[config.mk]
export PLATFORM = sky130hd
export DESIGN_NAME = add4_seq_ctrl
export DESIGN_NICKNAME = d
export VERILOG_FILES = /design/src/rtl/add4_seq_ctrl.sv
export SDC_FILE = /design/constraint.sdc
export NUM_CORES = 1
export LEC_CHECK = 0
export ABC_AREA = 1
export CAP_MARGIN = 20
export CORE_ASPECT_RATIO = 0.8
export CORE_UTILIZATION = 55
export DETAILED_ROUTE_END_ITERATION = 12
export GPL_ROUTABILITY_DRIVEN = 0
export HOLD_SLACK_MARGIN = 0.06
export PLACE_DENSITY_LB_ADDON = 0.08
export SYNTH_ARGS = -nofsm -noshare
export SYNTH_HDL_FRONTEND = slang
export SYNTH_SLANG_ARGS = --single-unit
[constraint.sdc]
create_clock -name clk -period 3.2 [get_ports clk]
set_input_delay 0.64 -clock clk [delete_from_list [all_inputs] [get_ports clk]]
set_output_delay 0.64 -clock clk [all_outputs]
set_load 0.02 [all_outputs]
[src/rtl/add4_seq_ctrl.sv]
// Multi-precision add/subtract sequencer: one 4-bit add4 slice per cycle,
// LSB first, with the inter-slice carry held in a register.

// 4-bit ripple slice; purely combinational.
module add4 (
   input  logic [3:0] a,
   input  logic [3:0] b,
   input  logic       cin,
   output logic [3:0] s_c,
   output logic       cout_c
);

   // Five-bit sum so the slice carry-out falls out of the top bit
   assign {cout_c, s_c} = 5'(a) + 5'(b) + 5'(cin);

endmodule

module add4_seq_ctrl #(
   parameter int unsigned WIDTH = 16
) (
   input  logic             clk,
   input  logic             rst,
   input  logic             in_valid,
   output logic             in_ready,
   input  logic [WIDTH-1:0] a,
   input  logic [WIDTH-1:0] b,
   input  logic             cin,
   input  logic             sub,
   output logic             out_valid,
   input  logic             out_ready,
   output logic [WIDTH-1:0] sum,
   output logic             cout,
   output logic             ovf,
   output logic             busy
);

   localparam int unsigned NSLICE = WIDTH / 4;
   localparam int unsigned IDXW   = (NSLICE > 1) ? $clog2(NSLICE) : 1;
   localparam int unsigned SHW    = IDXW + 2;
   localparam logic [IDXW-1:0]  LAST_IDX   = IDXW'(NSLICE - 1);
   localparam logic [WIDTH-1:0] SLICE_MASK = WIDTH'(4'hF);

   typedef enum logic [1:0] {
      IDLE = 2'd0,
      RUN  = 2'd1,
      DONE = 2'd2
   } state_t;

   state_t           state;
   state_t           state_n;

   logic [WIDTH-1:0] a_q;
   logic [WIDTH-1:0] b_q;      // already inverted for subtraction
   logic [WIDTH-1:0] a_n;
   logic [WIDTH-1:0] b_n;
   logic [WIDTH-1:0] sum_n;
   logic             carry;
   logic             carry_n;
   logic             cout_n;
   logic             ovf_n;
   logic [IDXW-1:0]  idx;
   logic [IDXW-1:0]  idx_n;

   logic [SHW-1:0]   lo;
   logic [3:0]       sl_a;
   logic [3:0]       sl_b;
   logic [3:0]       sl_s;
   logic             sl_co;

   // Bit offset of the current slice; shifting avoids out-of-range part selects
   assign lo   = {idx, 2'b00};
   assign sl_a = 4'(a_q >> lo);
   assign sl_b = 4'(b_q >> lo);

   add4 u_add4 (
      .a      (sl_a),
      .b      (sl_b),
      .cin    (carry),
      .s_c    (sl_s),
      .cout_c (sl_co)
   );

   // State register plus registered handshake/status flags derived from next state
   always_ff @(posedge clk) begin
      if (rst) begin
         state     <= IDLE;
         in_ready  <= 1'b1;
         busy      <= 1'b0;
         out_valid <= 1'b0;
      end else begin
         state     <= state_n;
         in_ready  <= (state_n == IDLE);
         busy      <= (state_n != IDLE);
         out_valid <= (state_n == DONE);
      end
   end

   // Next-state and datapath update: capture in IDLE, one slice per RUN cycle
   always_comb begin
      state_n = state;
      a_n     = a_q;
      b_n     = b_q;
      carry_n = carry;
      idx_n   = idx;
      sum_n   = sum;
      cout_n  = cout;
      ovf_n   = ovf;
      case (state)
         IDLE: begin
            if (in_valid) begin
               a_n     = a;
               b_n     = sub ? ~b : b;
               carry_n = sub | cin;
               idx_n   = '0;
               state_n = RUN;
            end
         end
         RUN: begin
            sum_n   = (sum & ~(SLICE_MASK << lo)) | (WIDTH'(sl_s) << lo);
            carry_n = sl_co;
            idx_n   = idx + 1'b1;
            if (idx == LAST_IDX) begin
               cout_n  = sl_co;
               ovf_n   = (a_q[WIDTH-1] == b_q[WIDTH-1]) && (sl_s[3] != a_q[WIDTH-1]);
               idx_n   = '0;
               state_n = DONE;
            end
         end
         DONE: begin
            if (out_ready) begin
               state_n = IDLE;
            end
         end
         default: begin
            state_n = IDLE;
         end
      endcase
   end

   // Datapath registers; reset discards any in-flight operation
   always_ff @(posedge clk) begin
      if (rst) begin
         a_q   <= '0;
         b_q   <= '0;
         carry <= 1'b0;
         idx   <= '0;
         sum   <= '0;
         cout  <= 1'b0;
         ovf   <= 1'b0;
      end else begin
         a_q   <= a_n;
         b_q   <= b_n;
         carry <= carry_n;
         idx   <= idx_n;
         sum   <= sum_n;
         cout  <= cout_n;
         ovf   <= ovf_n;
      end
   end

endmodule

## Word level (Yosys, flattened, before mapping)

Index checks and enable logic that the tools add are counted.
W data, S select, Z words.

- Output and inout port bits: 21
- Flip-flop bits (word level): 58
- Word-level logic and storage cells: 48

- Muxes and demuxes: 10
- Bitwise gates (word level): 5
- Equality and inequality tests: 7
- $add $sub $neg: 3
- Reductions and logical operators: 8
- Shifts and indexed selects: 4

Operators with widths:

| cell | number |
|---|---|
| $not A16 Y16 | 2 |
| $shr A16 B4 Y4 | 2 |
| $and A16 B16 Y16 | 1 |
| $mux W16 | 1 |
| $or A16 B16 Y16 | 1 |
| $shl A4 B4 Y16 | 1 |
| $shl A4 B4 Y16 const A | 1 |
| $mux W2 | 5 |
| $eq A2 B2 Y1 const B | 3 |
| $pmux W2 S3 | 1 |
| $reduce_and A2 Y1 | 3 |
| $add A4 B4 Y5 | 1 |
| $add A5 B1 Y5 | 1 |
| $logic_not A2 Y1 | 2 |
| $pmux W2 S2 | 1 |
| $reduce_bool A2 Y1 | 2 |
| $add A2 B1 Y2 const B | 1 |
| $eq A2 B1 Y1 const B | 1 |
| $ne A2 B2 Y1 const B | 1 |
| $pmux W1 S2 | 1 |
| $eq A1 B1 Y1 | 1 |
| $logic_and A1 B1 Y1 | 1 |
| $mux W1 | 1 |
| $ne A1 B1 Y1 | 1 |
| $or A1 B1 Y1 | 1 |

## Longest topological paths before layout

- Depth after elaboration: 5
- Gate-level depth with buffers: 13
- Gate-level depth less buffers: 12

## Hierarchy

A second synthesis with hierarchy kept.

- Cells, all modules: 448
- Area, all modules: 2900.3 µm²

Modules (own cells, without submodules):

| module | sequential area each (µm²) | area an instance (µm²) | instances | cells each |
|---|---|---|---|---|
| add4_seq_ctrl | 1161.1 | 2735.1 | 1 | 423 |
| add4 | 0.0 | 165.2 | 1 | 25 |

## Least setup slack after synthesis

Ideal clock, no wire load.

- Path kind: register -> register
- Start point: reg idx[0]
- End point: reg sum[5]
- Setup slack: 1.011 ns
- Setup time: 0.070 ns
- Cell stages (with the launch flop): 12
- Period minus slack after synthesis: 2.189 ns
- Data required time: 3.130 ns
- Arrival time: 2.119 ns
- Buffers on the path: 2
- Cell sequence: dfxtp_1 -> buf_2 -> inv_1 -> buf_2 -> o21ai_0 -> o22ai_1 -> fa_1 -> inv_1 -> fa_1 -> nor2_1 -> nand2_1 -> a21oi_1

- Longest elaborated chain between the ends: 5
- Elaborated cells between the ends (all ways): 9
- Those cells by class: add/sub (2); shift (4); bitwise (3)

Ends and longest elaborated chain:

| what | RTL line | RTL |
|---|---|---|
| start: declaration | 61 | `logic [IDXW-1:0] idx;` |
| start signal: assignment | 154 | `idx <= idx_n;` |
| $shr A16 B4 Y4, on equally long branches | 72, 73 |  |
| $add A4 B4 Y5 | 14 | `assign {cout_c, s_c} = 5'(a) + 5'(b) + 5'(cin);` |
| $add A5 B1 Y5 | 14 |  |
| $shl A4 B4 Y16 | 119 | `sum_n = (sum & ~(SLICE_MASK << lo)) \| (WIDTH'(sl_s) << lo);` |
| $or A16 B16 Y16 * | 119 |  |
| end signal: assignment | 155 | `sum <= sum_n;` |
| end: declaration | 31 | `output logic [WIDTH-1:0] sum,` |

Mark *: on every way between the ends. The rest lies on a longest branch, timed or not.
A chain may end at the register's enable or synchronous reset.

## Worst setup path in the final report

- Start point: reg idx[1]
- End point: reg sum[14]

The elaborated chain is that of the path after synthesis.

==> out/results.ini <==
[status]
status = finished, final reports clean

[placed_design]
dpl-instance-area_um2 = 3370
io_buffers = 58
dpl.hpwl_um = 4260

[setup_path]
ff2ff_path_depth = 10
regToRegEndpoint = sum[14]$_SDFFE_PP0P_
crit_type = register to register
cp.required_ns = 3.43
path_cells = inv_2 > o21ai_0 > o22ai_1 > fa_1 > inv_1 > fa_1 > xor2_1 > nor2_1 > a22oi_1 > nor2_1
cp.arrival_ns = 2.69
cp_slowest_cell = dfxtp_1
rr_startpoint = idx[1]$_SDFFE_PP0P_
crit_family = adder cells
slowest_delay_ns = 0.59
crit_buf_inv = 2
cp_max_fo = 13
r2r_setup_slack_ns = 0.74
path_depth = 10
cp-start-kind = register
end_kind = register

[floorplanning]
initial_core_util_pct = 59.2
die_area_um2 = 5390
boundaryPins = 59
die_w_um = 81.8
die_h_um = 65.9
fp-row-count = 22
core_area_um2 = 4730

[yosys]
synth.avg_cell_area_um2 = 8.10
synth-adder-area-share_pct = 4.55
synth_simple_gate_area_share_pct = 20.3
syn-cell-area_um2 = 2800
synth_warnings = 0
synth-main-ff-cell = dfxtp_1
synth-seq-area-share_pct = 41.4
synth_xor_xnor_area_share_pct = 5.31
synth-async-reset-ratio_pct = 0
synth_edf_count = 0
syn_nets = 393
synth_top_family_by_area = compound AO/OA/AOI/OAI gates
synth.distinct_cells = 31
synth-compound-area-share_pct = 20.5
synth_seq_cells = 58
synth_cells = 346
synth.area.mux_share_pct = 0

[sta]
skew_ns = 0.0103
setup_tns_ns = 0
finalHoldViolCount = 0
relSlewSlack_pct = 42.3
post-route-period-util_pct = 76.9
worst-slew-pin-transition_ns = 0.863
max_freq_mhz = 406
hold_ws_ns = 0.457
finalCriticalPeriod_ns = 2.46
setup_violations = 0
slew_viol_final = 0
rsz0062_at_grt = false

[finish]
mostFrequentLayoutCells = nor2_1, dfxtp_1, clkdlybuf4s50_1
diodes = 0
drive_gt1_share_pct = 12.3
utilization_pct = 75.8
final_common_cell = nor2_1
syn_to_final_growth_pct = 27.9
finalInstanceArea_um2 = 3590
nets = 447

[drt]
route.detailed.drc = 0
routedWlPerCell_um = 13.2
wl_um = 6140
postRouteAntennaNets = 0
firstDrtPassIters = 4
drt_iter0_markers = 119
avgViaCountPerCell = 5.37
num_vias = 2498

[cts]
post_cts_buffers = 0
cts_sinks = 58
numCtsBuffers = 9
cts-htree-levels = 3
clkTransAtPathRegs_ns = 0.07
cts_tree = done
clk_latency_ns = 0.34
cts_resized = 0
clock_path_buffers = 2
cts_root_buf = clkbuf_8
cts_hold_buf = 0

[min_path]
hold_path_end = b_q[1]$_SDFFE_PP0P_
hp-start = b_q[1]$_SDFFE_PP0P_
whs_path_depth = 2
hold_class = register to register

[pwr]
irDropWorstVdd_mv = 0.459
p_per_area_nw_per_um2 = 544
p_leak_nw = 1.41

[global_route]
globalRouteTotalUtil_pct = 25.2
antenna_found_initial = 0
grt.overflow.total = 0
grt_max_degree = 48
grt_pass1_vias = 2295
grt_pass1_wl_um = 10200

[run]
cap_violations = 0

[flip-flops by register name, indices dropped and copies added (netlist names), 2 cells and up]
name,flops
idx,2
state,2
b_q,16
sum,16
a_q,16
[per-layer routing]
| metal | track usage [%] | part of all wire [%] | vias up |
|---|---|---|---|
| met3 | 9.24 | 7.6 | 12 |
| met4 | 8.11 | 1.1 | 0 |
| met2 | 41.8 | 46 | 95 |
| met1 | 30.0 | 45 | 1143 |
| met5 | 0 | 0 | - |
| li1 | - | - | 1248 |
[cells in the mapped netlist (2+ instances only)]
library cell / count / area (um^2)
nor2_1: 76 / 285
dfxtp_1: 58 / 1160
nand2_1: 43 / 161
o21ai_0: 27 / 135
a21oi_1: 18 / 90.1
inv_1: 17 / 63.8
a211oi_2: 15 / 188
xnor2_1: 15 / 131
buf_2: 8 / 40.0
o21ai_1: 8 / 40.0
ha_1: 7 / 87.6
nand3_1: 7 / 35.0
o22ai_1: 6 / 37.5
buf_6: 5 / 56.3
inv_2: 5 / 18.8
a22oi_1: 4 / 30.0
nand4_1: 4 / 25.0
buf_4: 3 / 22.5
a32oi_2: 2 / 32.5
buf_1: 2 / 7.51
clkbuf_1: 2 / 7.51
fa_1: 2 / 40.0
nor2_2: 2 / 12.5
nor2_4: 2 / 22.5
xor2_1: 2 / 17.5
[power by group]
| group | internal [mW] | leakage, nW | switching, mW |
|---|---|---|---|
| sequential | 0.774 | 0.477 | 0.0303 |
| clock | 0.457 | 0.109 | 0.289 |
| combinational | 0.169 | 0.823 | 0.234 |
| total | 1.40 | 1.41 | 0.554 |
[layout make-up]
| type | count | area, um^2 |
|---|---|---|
| multi-input combinational | 245 | 1430 |
| timing repair buffer | 63 | 618 |
| inverter | 23 | 88.8 |
| clock inverter | 5 | 77.6 |
| clock buffer | 11 | 141 |
| fill | 368 | 1150 |
| tap | 60 | 75.1 |
| sequential | 58 | 1160 |
[kinds of logic after synthesis]
logic type / count (synthesis)
compound gates: 83
xor+xnor: 17
fa+ha+maj: 9
buf+inv: 43
flops: 58
simple gates: 136
[worst register-to-register path, cell delays in order (launching register included)]
cell	delay (ns)
dfxtp_1	0.59
inv_2	0.25
o21ai_0	0.14
o22ai_1	0.12
fa_1	0.42
inv_1	0.09
fa_1	0.19
xor2_1	0.22
nor2_1	0.09
a22oi_1	0.18
nor2_1	0.07
[per-stage QoR]
step,power (mW),setup WS (ns),std cells
6_report,1.95,0.738,465
5_1_grt,2.04,0.563,465
4_1_cts,1.95,0.753,465
3_5_place_dp,1.21,0.779,449
3_3_place_gp,1.21,0.863,449
2_1_floorplan,1.09,1.01,346
[worst max path at each step]
stage | startpoint | end | slack, ns
2_1_floorplan | idx[0]$_SDFFE_PP0P_ | sum[5]$_SDFFE_PP0P_ | 1.01
3_3_place_gp | idx[1]$_SDFFE_PP0P_ | sum[5]$_SDFFE_PP0P_ | 0.86
3_5_place_dp | idx[1]$_SDFFE_PP0P_ | sum[14]$_SDFFE_PP0P_ | 0.78
4_1_cts | idx[1]$_SDFFE_PP0P_ | sum[14]$_SDFFE_PP0P_ | 0.75
5_1_grt | idx[1]$_SDFFE_PP0P_ | sum[14]$_SDFFE_PP0P_ | 0.56
6_report | idx[1]$_SDFFE_PP0P_ | sum[14]$_SDFFE_PP0P_ | 0.74
Power figures use the tool's default switching activity.
